File: src/rtl/ext_sync_debounce.sv
// Per-channel synchroniser + debouncer with optional registered rise/fall pulses.
// Define EXT_SYNC_EDGE_EN to build the edge-pulse registers; otherwise rise/fall are tied to 0.
module ext_sync_debounce #(
   parameter int WIDTH     = 4,
   parameter int STAGES    = 2,
   parameter int DB_CYCLES = 16
) (
   input  logic             clk,
   input  logic             rst,
   input  logic [WIDTH-1:0] ext_signal,
   output logic [WIDTH-1:0] int_signal,
   output logic [WIDTH-1:0] busy,
   output logic [WIDTH-1:0] rise,
   output logic [WIDTH-1:0] fall
);

   localparam int CW = $clog2(DB_CYCLES + 1);

   if (WIDTH < 1 || WIDTH > 32) begin : g_bad_width
      $error("ext_sync_debounce: WIDTH must be 1..32");
   end
   if (STAGES < 2 || STAGES > 4) begin : g_bad_stages
      $error("ext_sync_debounce: STAGES must be 2..4");
   end
   if (DB_CYCLES < 1 || DB_CYCLES > 65535) begin : g_bad_db
      $error("ext_sync_debounce: DB_CYCLES must be 1..65535");
   end

   for (genvar i = 0; i < WIDTH; i++) begin : g_ch
      logic [STAGES-1:0] sync_q;
      logic [CW-1:0]     cnt_q, cnt_d;
      logic              lvl_q, lvl_d;
      logic              s;

      // NOTE: state updates use <= so every flop samples pre-edge values of the others.
      always_ff @(posedge clk or posedge rst) begin
         if (rst) sync_q <= '0;
         else     sync_q <= {sync_q[STAGES-2:0], ext_signal[i]};
      end

      assign s = sync_q[STAGES-1];

      // NOTE: defaults first so every path assigns the outputs and no latch is inferred.
      always_comb begin
         cnt_d = cnt_q;
         lvl_d = lvl_q;
         if (s == lvl_q) begin
            cnt_d = '0;
         end else if (cnt_q == CW'(DB_CYCLES - 1)) begin
            lvl_d = s;
            cnt_d = '0;
         end else begin
            cnt_d = cnt_q + CW'(1);
         end
      end

      always_ff @(posedge clk or posedge rst) begin
         if (rst) begin
            cnt_q <= '0;
            lvl_q <= 1'b0;
         end else begin
            cnt_q <= cnt_d;
            lvl_q <= lvl_d;
         end
      end

      assign int_signal[i] = lvl_q;
      assign busy[i]       = |cnt_q;

`ifdef EXT_SYNC_EDGE_EN
      logic rise_q, fall_q;

      // Pulses are loaded at the same edge as the level, so they appear in the following cycle.
      always_ff @(posedge clk or posedge rst) begin
         if (rst) begin
            rise_q <= 1'b0;
            fall_q <= 1'b0;
         end else begin
            rise_q <= lvl_d & ~lvl_q;
            fall_q <= ~lvl_d & lvl_q;
         end
      end

      assign rise[i] = rise_q;
      assign fall[i] = fall_q;
`else
      assign rise[i] = 1'b0;
      assign fall[i] = 1'b0;
`endif
   end

endmodule

File: config.mk
export PLATFORM = sky130hd
export DESIGN_NAME = ext_sync_debounce
export DESIGN_NICKNAME = d
export VERILOG_FILES = /design/src/rtl/ext_sync_debounce.sv
export SDC_FILE = /design/constraint.sdc
export NUM_CORES = 1
export LEC_CHECK = 0
export CORE_MARGIN = 3
export CORE_UTILIZATION = 47
export CTS_CLUSTER_SIZE = 25
export DETAILED_ROUTE_END_ITERATION = 10
export PLACE_DENSITY = 0.84
export SLEW_MARGIN = 20
export SYNTH_ARGS = -nofsm -noshare
export SYNTH_HDL_FRONTEND = slang
export SYNTH_SLANG_ARGS = --single-unit
File: constraint.sdc
create_clock -name clk -period 1.2 [get_ports clk]
set_input_delay 0.18 -clock clk [delete_from_list [all_inputs] [get_ports clk]]
set_output_delay 0.18 -clock clk [all_outputs]
set_load 0.005 [all_outputs]
# == After elaboration in Yosys (flattened, before gate mapping) ==
# Cells that the tools add are included.
# op_classes
n_lt_le_gt_ge,0
n_mul,0
shift,0
n_reduce_logical,8
n_mux,8
eq_ne,8
bitwise_logic,4
addsub,4
n_div,0
# ops
op,count
5-bit two-way mux,8
"5-bit by 1-bit adder with 5-bit output, second input constant",4
"5-bit by 4-bit equality test with 1-bit output, second input constant",4
5-bit OR reduction,4
2-bit AND reduction,4
1-bit equality test,4
1-bit inverter,4
# word_totals
regBits,32
ram_bits,0
word_cells,44
mem_count,0
mem_bits_ro,0
in_bits,6
latchBits,0

# == Logic depth before layout (Yosys ltp) ==
# Gate-level depths: netlist of the first run.
# logic_depth
depth_word,3
mapped_depth,4
mapped_depth_nobuf,4

# == Worst setup path before layout of the first run ==
# No wires, ideal clock.
# synth_timing
kind,reg2reg
startpoint,register g_ch[1].cnt_q[0]
endpoint,register g_ch[1].lvl_q
path_stages_with_launch,5
t_required_ps,1075
period_less_slack_ps,1185
arrival_time_ps,1060
path_buffers,0
path_slack_ps,15
setup_time_ps,125
path_cell_list,dfrtp_1 > ha_1 > nand3_1 > nor2_1 > mux2_2
# synth_via
elab_chain_len,2
# synth_lines
item,line_no,text
start: declaration,31,"logic [CW-1:0] cnt_q, cnt_d;"
start signal: assignment,62,cnt_q <= cnt_d;
5-bit by 4-bit equality test with 1-bit output,49,end else if (cnt_q == CW'(DB_CYCLES - 1)) begin
2-bit AND reduction (no source line),n/a,
end signal: assignment,63,lvl_q <= lvl_d;
end: declaration,32,"logic lvl_q, lvl_d;"
# Every way passes these cells.
# A chain may end at the register's enable or synchronous reset.

# == Worst setup path after layout of the first run ==
# layout_timing
startpoint,register g_ch[1].cnt_q[0]
endpoint,output port busy[1]
# layout_via
elab_chain_len,1
# layout_lines
item,line_no,text
5-bit OR reduction,68,assign busy[i] = |cnt_q;
end: declaration,12,"output logic [WIDTH-1:0] busy,"
# Every way passes these cells.

==> reports/results.txt, run 1 <==
The run finished, with violations left. The final reports fail on negative setup slack. The tools report the number of antenna cells inserted as 0. The XOR/XNOR share of the synthesized area works out to 7.51%. The logs give 3670 um2 for the die area and 22 for the iteration-0 DRC count of the detailed router.

The clock reaches the later pin of the worst-skew pair after 330 ps. The tools report the global placer's final weighted congestion as 0.739. Total power divided by cell area: 1060 nW/um2.

In this run the worst path has a maximum fanout of 2. In this run, CTS created clock tree buffers numbering 5. The routed layout has 964 vias. The worst setup slack after layout is -519 ps. Counting flops and latches in the post-synthesis netlist gives 32. The post-route minimum period was 1720 ps. The cell chosen for the clock root is clkbuf_4. The post-route clock skew is 7.15 ps, and the clock-pin slew on the worst setup and hold paths is 90 ps. Synthesis produced a netlist whose cell count is 118.

For the count of yosys warnings during synthesis, the log shows 0. The count of pins over their slew limit was 0; the number of antenna violations at the first check in global routing was 0. The synthesized netlist devotes 1.43% of its cell area to compound gates. The tool flagged a number of max-cap violations equal to 0. The first global-routing pass estimated 4.36 mm of wire. At the worst endpoint, the arrival time is 1540 ps. The completed layout was analyzed and its total power is 2.11 mW. Detailed placement ended at an HPWL of 1.67 mm. For this block, the routed nets add up to 2.95 mm of wire. The aggregate global routing overflow was 0; the basic-gate share of the synthesized area counting and, or, nand and nor cells was 14.3%. The number of placement rows is 19, and the number of sinks driven by the clock tree is 32. Setup repair after global routing could not meet its margin everywhere.

Across all hold checks on the routed design, the worst slack comes to 190 ps. The number of hold-slack violations in the final timing report is 0, and the total routing usage reported by global routing is 16.7%. Summed over all cells, the static leakage comes to 1.01 nW.

The share of cells above drive strength 1 is 38.0%, and the setup slack on the worst flop-to-flop path is -50 ps. In the finished design, the share of the clock period the worst path needs comes to 143%. Entering global routing, the biggest net connects 33 pins. After detailed routing, the average wire length per cell comes to 15.2 um. The tools report the area of the mapped netlist as 1400 um2. Leaving out fill and tap cells, the most frequent cell in the layout is dfrtp_1.

STA classifies the critical path endpoint as a primary output. The run gives 0 as the post-detailed-route count of antenna-violating nets. Measured along the y axis, the die boundary spans 60.6 um. Each instance of the synthesized netlist takes up on average 11.9 um2.

For the number of library cell types mapped by synthesis, the log shows 13. The share of the yosys chip area belonging to registers is 57.2%. For this design the top-level I/O count stands at 22. The top cell types in the final layout, fill and taps aside, are dfrtp_1 (32), buf_4 (18), buf_6 (11), inv_1 (9).

The tools report the post-route non-filler standard cell count as 194. The net total in the final layout was 176; the post-detailed-route DRC marker count was 0. Using the TritonRoute via totals, the vias-per-cell ratio works out to 4.97. The start-to-end type of the worst setup path is flip-flop to primary output.

The tools report the H-tree depth as 2. The tools report the maximum clock path buffer count as 2. The number of placed instances with taps included is 181, and the via count of the first global-routing pass is 1005.

The number of detailed-route iterations in the first pass is 4, and the length in cells of the worst reg-to-reg path is 5. The required time of the critical path was 1020 ps. The count of buffers from port buffering was 13; the growth of design area from synthesis to finish was 42.8%. By area, the combinational part of the netlist is dominated by simple AND/OR/NAND/NOR gates. TritonCTS built the clock tree.

After Yosys synthesis, full adders, half adders and majority gates account for 7.16% of the synthesized area. Once the floorplan was initialized, standard cells occupied 49.9% of the core. The mux contribution to synthesized area is 3.22%. The fmax came out at 582 MHz.

The run gives 9 as the setup violation total in the final timing report. The floorplan step set the die width to 60.6 um. The logs give 0.000931 V for the worst vdd rail ir drop and 2810 um2 for the core area. Class of the tightest hold or removal check: input pin to async pin. Number of buffers inserted for hold repair after clock tree synthesis: 0.

The worst setup path is launched from a flip-flop.
-- worst paths after layout --
path	start	endpoint
worst max-delay path	g_ch[1].cnt_q[0]	busy[1]
worst min-delay path	rst	g_ch[1].cnt_q[2]
worst max register to register	g_ch[0].cnt_q[1]	g_ch[0].cnt_q[2]
worst min register to register	g_ch[1].sync_q[0]	g_ch[1].sync_q[1]
max in group asynchronous	rst	g_ch[2].cnt_q[0]
min in group clk	ext_signal[2]	g_ch[2].sync_q[0]
-- cells by family (layout without fill, tap and decap cells) --
logic type                 count (synthesis)  in the layout
adders and majority gates                  8              8
muxes                                      4              4
AOI/OAI and AO/OA                          4              4
and+or+nand+nor                           36             36
other                                      1              8
xor gates and xnor gates                  12             12
buffers and inverters                     21             59
DFF                                       32             32
-- final cells by class --
| class | count | area [um2] |
|---|---|---|
| Timing Repair Buffer | 42 | 383 |
| Multi-Input combinational cell | 72 | 679 |
| Fill cell | 181 | 808 |
| Clock inverter | 2 | 10.0 |
| Sequential cell | 32 | 801 |
| Tap cell | 31 | 38.8 |
| Inverter | 9 | 33.8 |
| Clock buffer | 6 | 51.3 |
-- layer usage --
layer	part of all wire, %	vias up	global-route usage [%]
met5	0	-	0
met4	1.9	0	11.1
met3	4.7	5	5.32
met2	55	29	27.2
met1	39	482	18.7
li1	-	448	-
-- cell usage after synthesis (all sizes together) --
master	number	share of area (%)
inv	9	2.4
and2	8	3.6
or4b	4	2.9
nor2	12	3.2
and3	4	1.8
xor2	12	7.5
mux2	4	3.2
o21ai	4	1.4
buf	12	6.4
ha	8	7.2
nand3	8	2.9
dfrtp	32	57
conb	1	0.27
-- worst max-delay path: stages (launching register included) --
cell and delay, ps:
dfrtp_1 400, inv_1 60, ha_1 150, or4b_1 450, buf_2 150
-- where the power goes --
group	switching [mW]	internal, mW	leakage (nW)	total [mW]
Clock	0.357	0.278	0.0380	0.636
Sequential	0.0309	1.12	0.418	1.15
Combinational	0.149	0.174	0.552	0.324
Total	0.537	1.58	1.01	2.11
-- sequential cells by signal, summed over array words and instances, names as in the netlist --
signal / flops
g_ch.cnt_q: 20
g_ch.sync_q: 8
g_ch.lvl_q: 4
-- stage by stage --
stage	worst slack [ps]	util [%]	TNS (ps)	cell area, um2
after CTS	-502	66.5	-2330	1870
after global routing	-593	71.2	-2780	2000
after global placement	-417	60.5	-1920	1700
after floorplan	15.5	-	0	1430
final	-519	71.2	-2140	2000
after detailed placement	-460	60.5	-2380	1700
-- what timing repair did --
action	CTS	global route
setup endpoints to repair	19	22
resized for setup	41	29
setup buffers	5	2
pin swaps	6	11
hold endpoints to repair	0	0
No activity file was read; power rests on OpenSTA's default activity.
==> run 2: changes to the inputs <==
--- a/config.mk
+++ b/config.mk
@@ -6,11 +6,10 @@
 export NUM_CORES = 1
 export LEC_CHECK = 0
 export CORE_MARGIN = 3
-export CORE_UTILIZATION = 47
+export CORE_UTILIZATION = 52
 export CTS_CLUSTER_SIZE = 25
 export DETAILED_ROUTE_END_ITERATION = 10
-export PLACE_DENSITY = 0.84
-export SLEW_MARGIN = 20
+export PLACE_DENSITY = 0.88
 export SYNTH_ARGS = -nofsm -noshare
 export SYNTH_HDL_FRONTEND = slang
 export SYNTH_SLANG_ARGS = --single-unit
==> constraint.sdc (replaced) <==
create_clock -name clk -period 1.65 [get_ports clk]
set_input_delay 0.2475 -clock clk [delete_from_list [all_inputs] [get_ports clk]]
set_output_delay 0.2475 -clock clk [all_outputs]
set_load 0.005 [all_outputs]
==> reports/results.txt, run 2 (synthesis results as in run 1) <==
The chip width is 57.9 um (-4.4%), and the aggregate global routing overflow is 0 (unchanged). For the data arrival time at the worst-slack endpoint, the log shows 1510 ps (-30 ps). The setup violation total in the final timing report was 4 (-5). Worst setup slack after layout: -110 ps (+409 ps).

The die area came out at 3350 um2 (-8.7%). The clock-pin slew on the worst setup and hold paths is 90 ps (about the same), and the effective utilization at floorplan is 55.5% (+5.6 points). The tools report the H-tree depth as 2 (unchanged). The number of placement rows was 18 (-1); the number of sinks driven by the clock tree was 32 (unchanged).

The tools report the number of antenna cells inserted as 0 (unchanged). The pin count of the biggest net entering global routing is 27 (-18%). The library cell used most frequently in the layout, excluding fill and tap cells, is dfrtp_1. The number of I/O pins came out at 22 (unchanged).

The worst vdd rail ir drop was 0.000906 V (-2.6%). The launching point of the worst reg2reg path is g_ch[2].cnt_q[0]. The delay of the slowest cell on the worst path was 450 ps (about the same).

Post-layout utilization of the core: 69.9% (-1.2 points). The critical path in this run is classified as flip-flop to primary output. The post-detailed-route count of antenna-violating nets was 0 (unchanged); the number of detailed-route iterations in the first pass was 3 (-1). The flow ran to the end, but the final reports show violations. The leakage power total came out at 0.951 nW (-5.7%). In the final layout, the registers with the most flip-flops are g_ch.cnt_q (20), g_ch.sync_q (8), g_ch.lvl_q (4).

The die height works out to 57.9 um (-4.4%). Walking the worst path, the cells encountered are inv_1 > ha_1 > or4b_4 > buf_6. The tree is rooted in a clkbuf_4. The register bank with the most flops is g_ch.cnt_q.

The tools report the kind of start point of the critical path as a flip-flop. The post-detailed-route DRC marker count came out at 0 (unchanged). The average wire per cell in the routed design came out at 13.0 um (-14%).

The post-route non-filler standard cell count is 184 (-5.2%), and the total power divided by cell area is 926 nW/um2 (-13%). The count of buffers from port buffering is 13 (unchanged). TritonCTS built the clock tree. CTS buffer count: 5 (unchanged). Total routing usage reported by global routing: 16.8% (+0.14 points). Via count of the first global-routing pass: 997 (-0.80%).

The logs give 160 ps (+210 ps) for the setup slack on the worst flop-to-flop path and 4.16 mm (-4.6%) for the first-pass GRT wire length. For the global placer's final weighted congestion, the log shows 0.767 (+3.7%). The number of buffers inserted for hold repair after clock tree synthesis was 0 (unchanged).

The post-route clock skew came out at 6.95 ps (-0.197 ps). Cell family with the largest share of critical-path delay: simple AND/OR/NAND/NOR gates. The tools report the total chip power as 1.63 mW (-23%).

The net total in the final layout is 167 (-5.1%). The count of pins over their slew limit is 0 (unchanged), and the required time of the critical path is 1400 ps (+380 ps). The number of hold-slack violations in the final timing report is 0 (unchanged), and the number of flip-flops in the largest register is 20 (unchanged). The maximum clock path buffer count is 2 (unchanged).

The worst-case setup slack after placement is -64.8 ps (+395 ps), and the final-layout worst hold slack is 152 ps (-38.6 ps). The per-cell via count in the routed design was 5.02 (+0.95%); the fmax was 568 MHz. The checks that failed: negative setup slack. The detailed-route via count was 923 (-4.3%); the post-route minimum period was 1760 ps. The tools report the number of placed instances with taps included as 172 (-5.0%).

The reported max-cap violation count was 0 (unchanged); the later-pin clock latency in the skew report was 330 ps (about the same). Setup repair after global routing could not meet its margin everywhere. Compared with the post-synthesis result, the final layout area differs by 26.1%.

The top cell types in the final layout, fill and taps aside, are dfrtp_1 (32), buf_4 (19), nor2_1 (12), xor2_1 (12), clkdlybuf4s50_1 (9). The share of cells above drive strength 1 works out to 26.6% (-11 points). The maximum fanout count along the critical path is 2 (unchanged). Core area: 2520 um2 (-10%).

The run gives 0 (unchanged) as the number of antenna violations at the first check in global routing. Iteration-0 DRC count of the detailed router: 10 (-55%). The run gives 1.76 mm (+5.8%) as the detailed placement HPWL.

The largest individual stage delay along the critical path comes from the cell or4b_4. The sum of buffers and inverters on the critical path is 2 (unchanged). The tools report the endpoint of the most critical register-to-register path as g_ch[2].lvl_q. The endpoint class of the critical path was a primary output. The wire length after detailed routing is 2.39 mm (-19%), and the ratio of final minimum period to clock period is 107%.

The length in cells of the worst reg-to-reg path was 6 (+1). Class of the tightest hold or removal check: input pin to async pin.
## run 2: cell type report
class | count | area (um2)
Clock inverter | 2 | 35.0
Timing Repair Buffer | 33 | 292
Multi-Input combinational cell | 72 | 524
Clock buffer | 6 | 41.3
Inverter | 9 | 33.8
Tap cell | 30 | 37.5
Sequential cell | 32 | 801
Fill cell | 174 | 758
## run 2: per-layer routing
layer  global-route usage, %  up-vias  part of all wire, %
li1                        -      433                    -
met1                    19.3      457                   41
met2                    28.4       24                   51
met3                    4.68        9                  5.0
met4                    8.94        0                  2.5
met5                       0        -                    0
## run 2: report_power, final
part	leakage [nW]	total [mW]	switching, mW	internal (mW)
combinational	0.491	0.216	0.0908	0.125
sequential	0.418	0.836	0.0189	0.817
clock	0.0422	0.581	0.264	0.317
total	0.951	1.63	0.373	1.26
## run 2: timing repair
| action | CTS | global route |
|---|---|---|
| gates cloned | 0 | 0 |
| setup endpoints to repair | 4 | 4 |
| gates resized for setup | 19 | 7 |
| buffers inserted | 3 | 1 |
## run 2: through the flow
stage,area (um2),setup TNS (ps)
floorplan,1430,0
global placement,1640,-34.2
detailed placement,1640,-216
CTS,1730,-445
global route,1760,-647
finish,1760,-367
## run 2: worst max path at each step
stage,from,end,slack (ps),depth (start not counted)
6_report,g_ch[1].cnt_q[1],busy[1],-110,4
5_1_grt,g_ch[1].cnt_q[1],busy[1],-180,4
4_1_cts,g_ch[2].cnt_q[1],busy[2],-150,4
3_5_place_dp,g_ch[2].cnt_q[1],busy[2],-60,4
3_3_place_gp,g_ch[3].cnt_q[0],busy[3],-10,4
2_1_floorplan,g_ch[1].cnt_q[0],busy[1],400,3
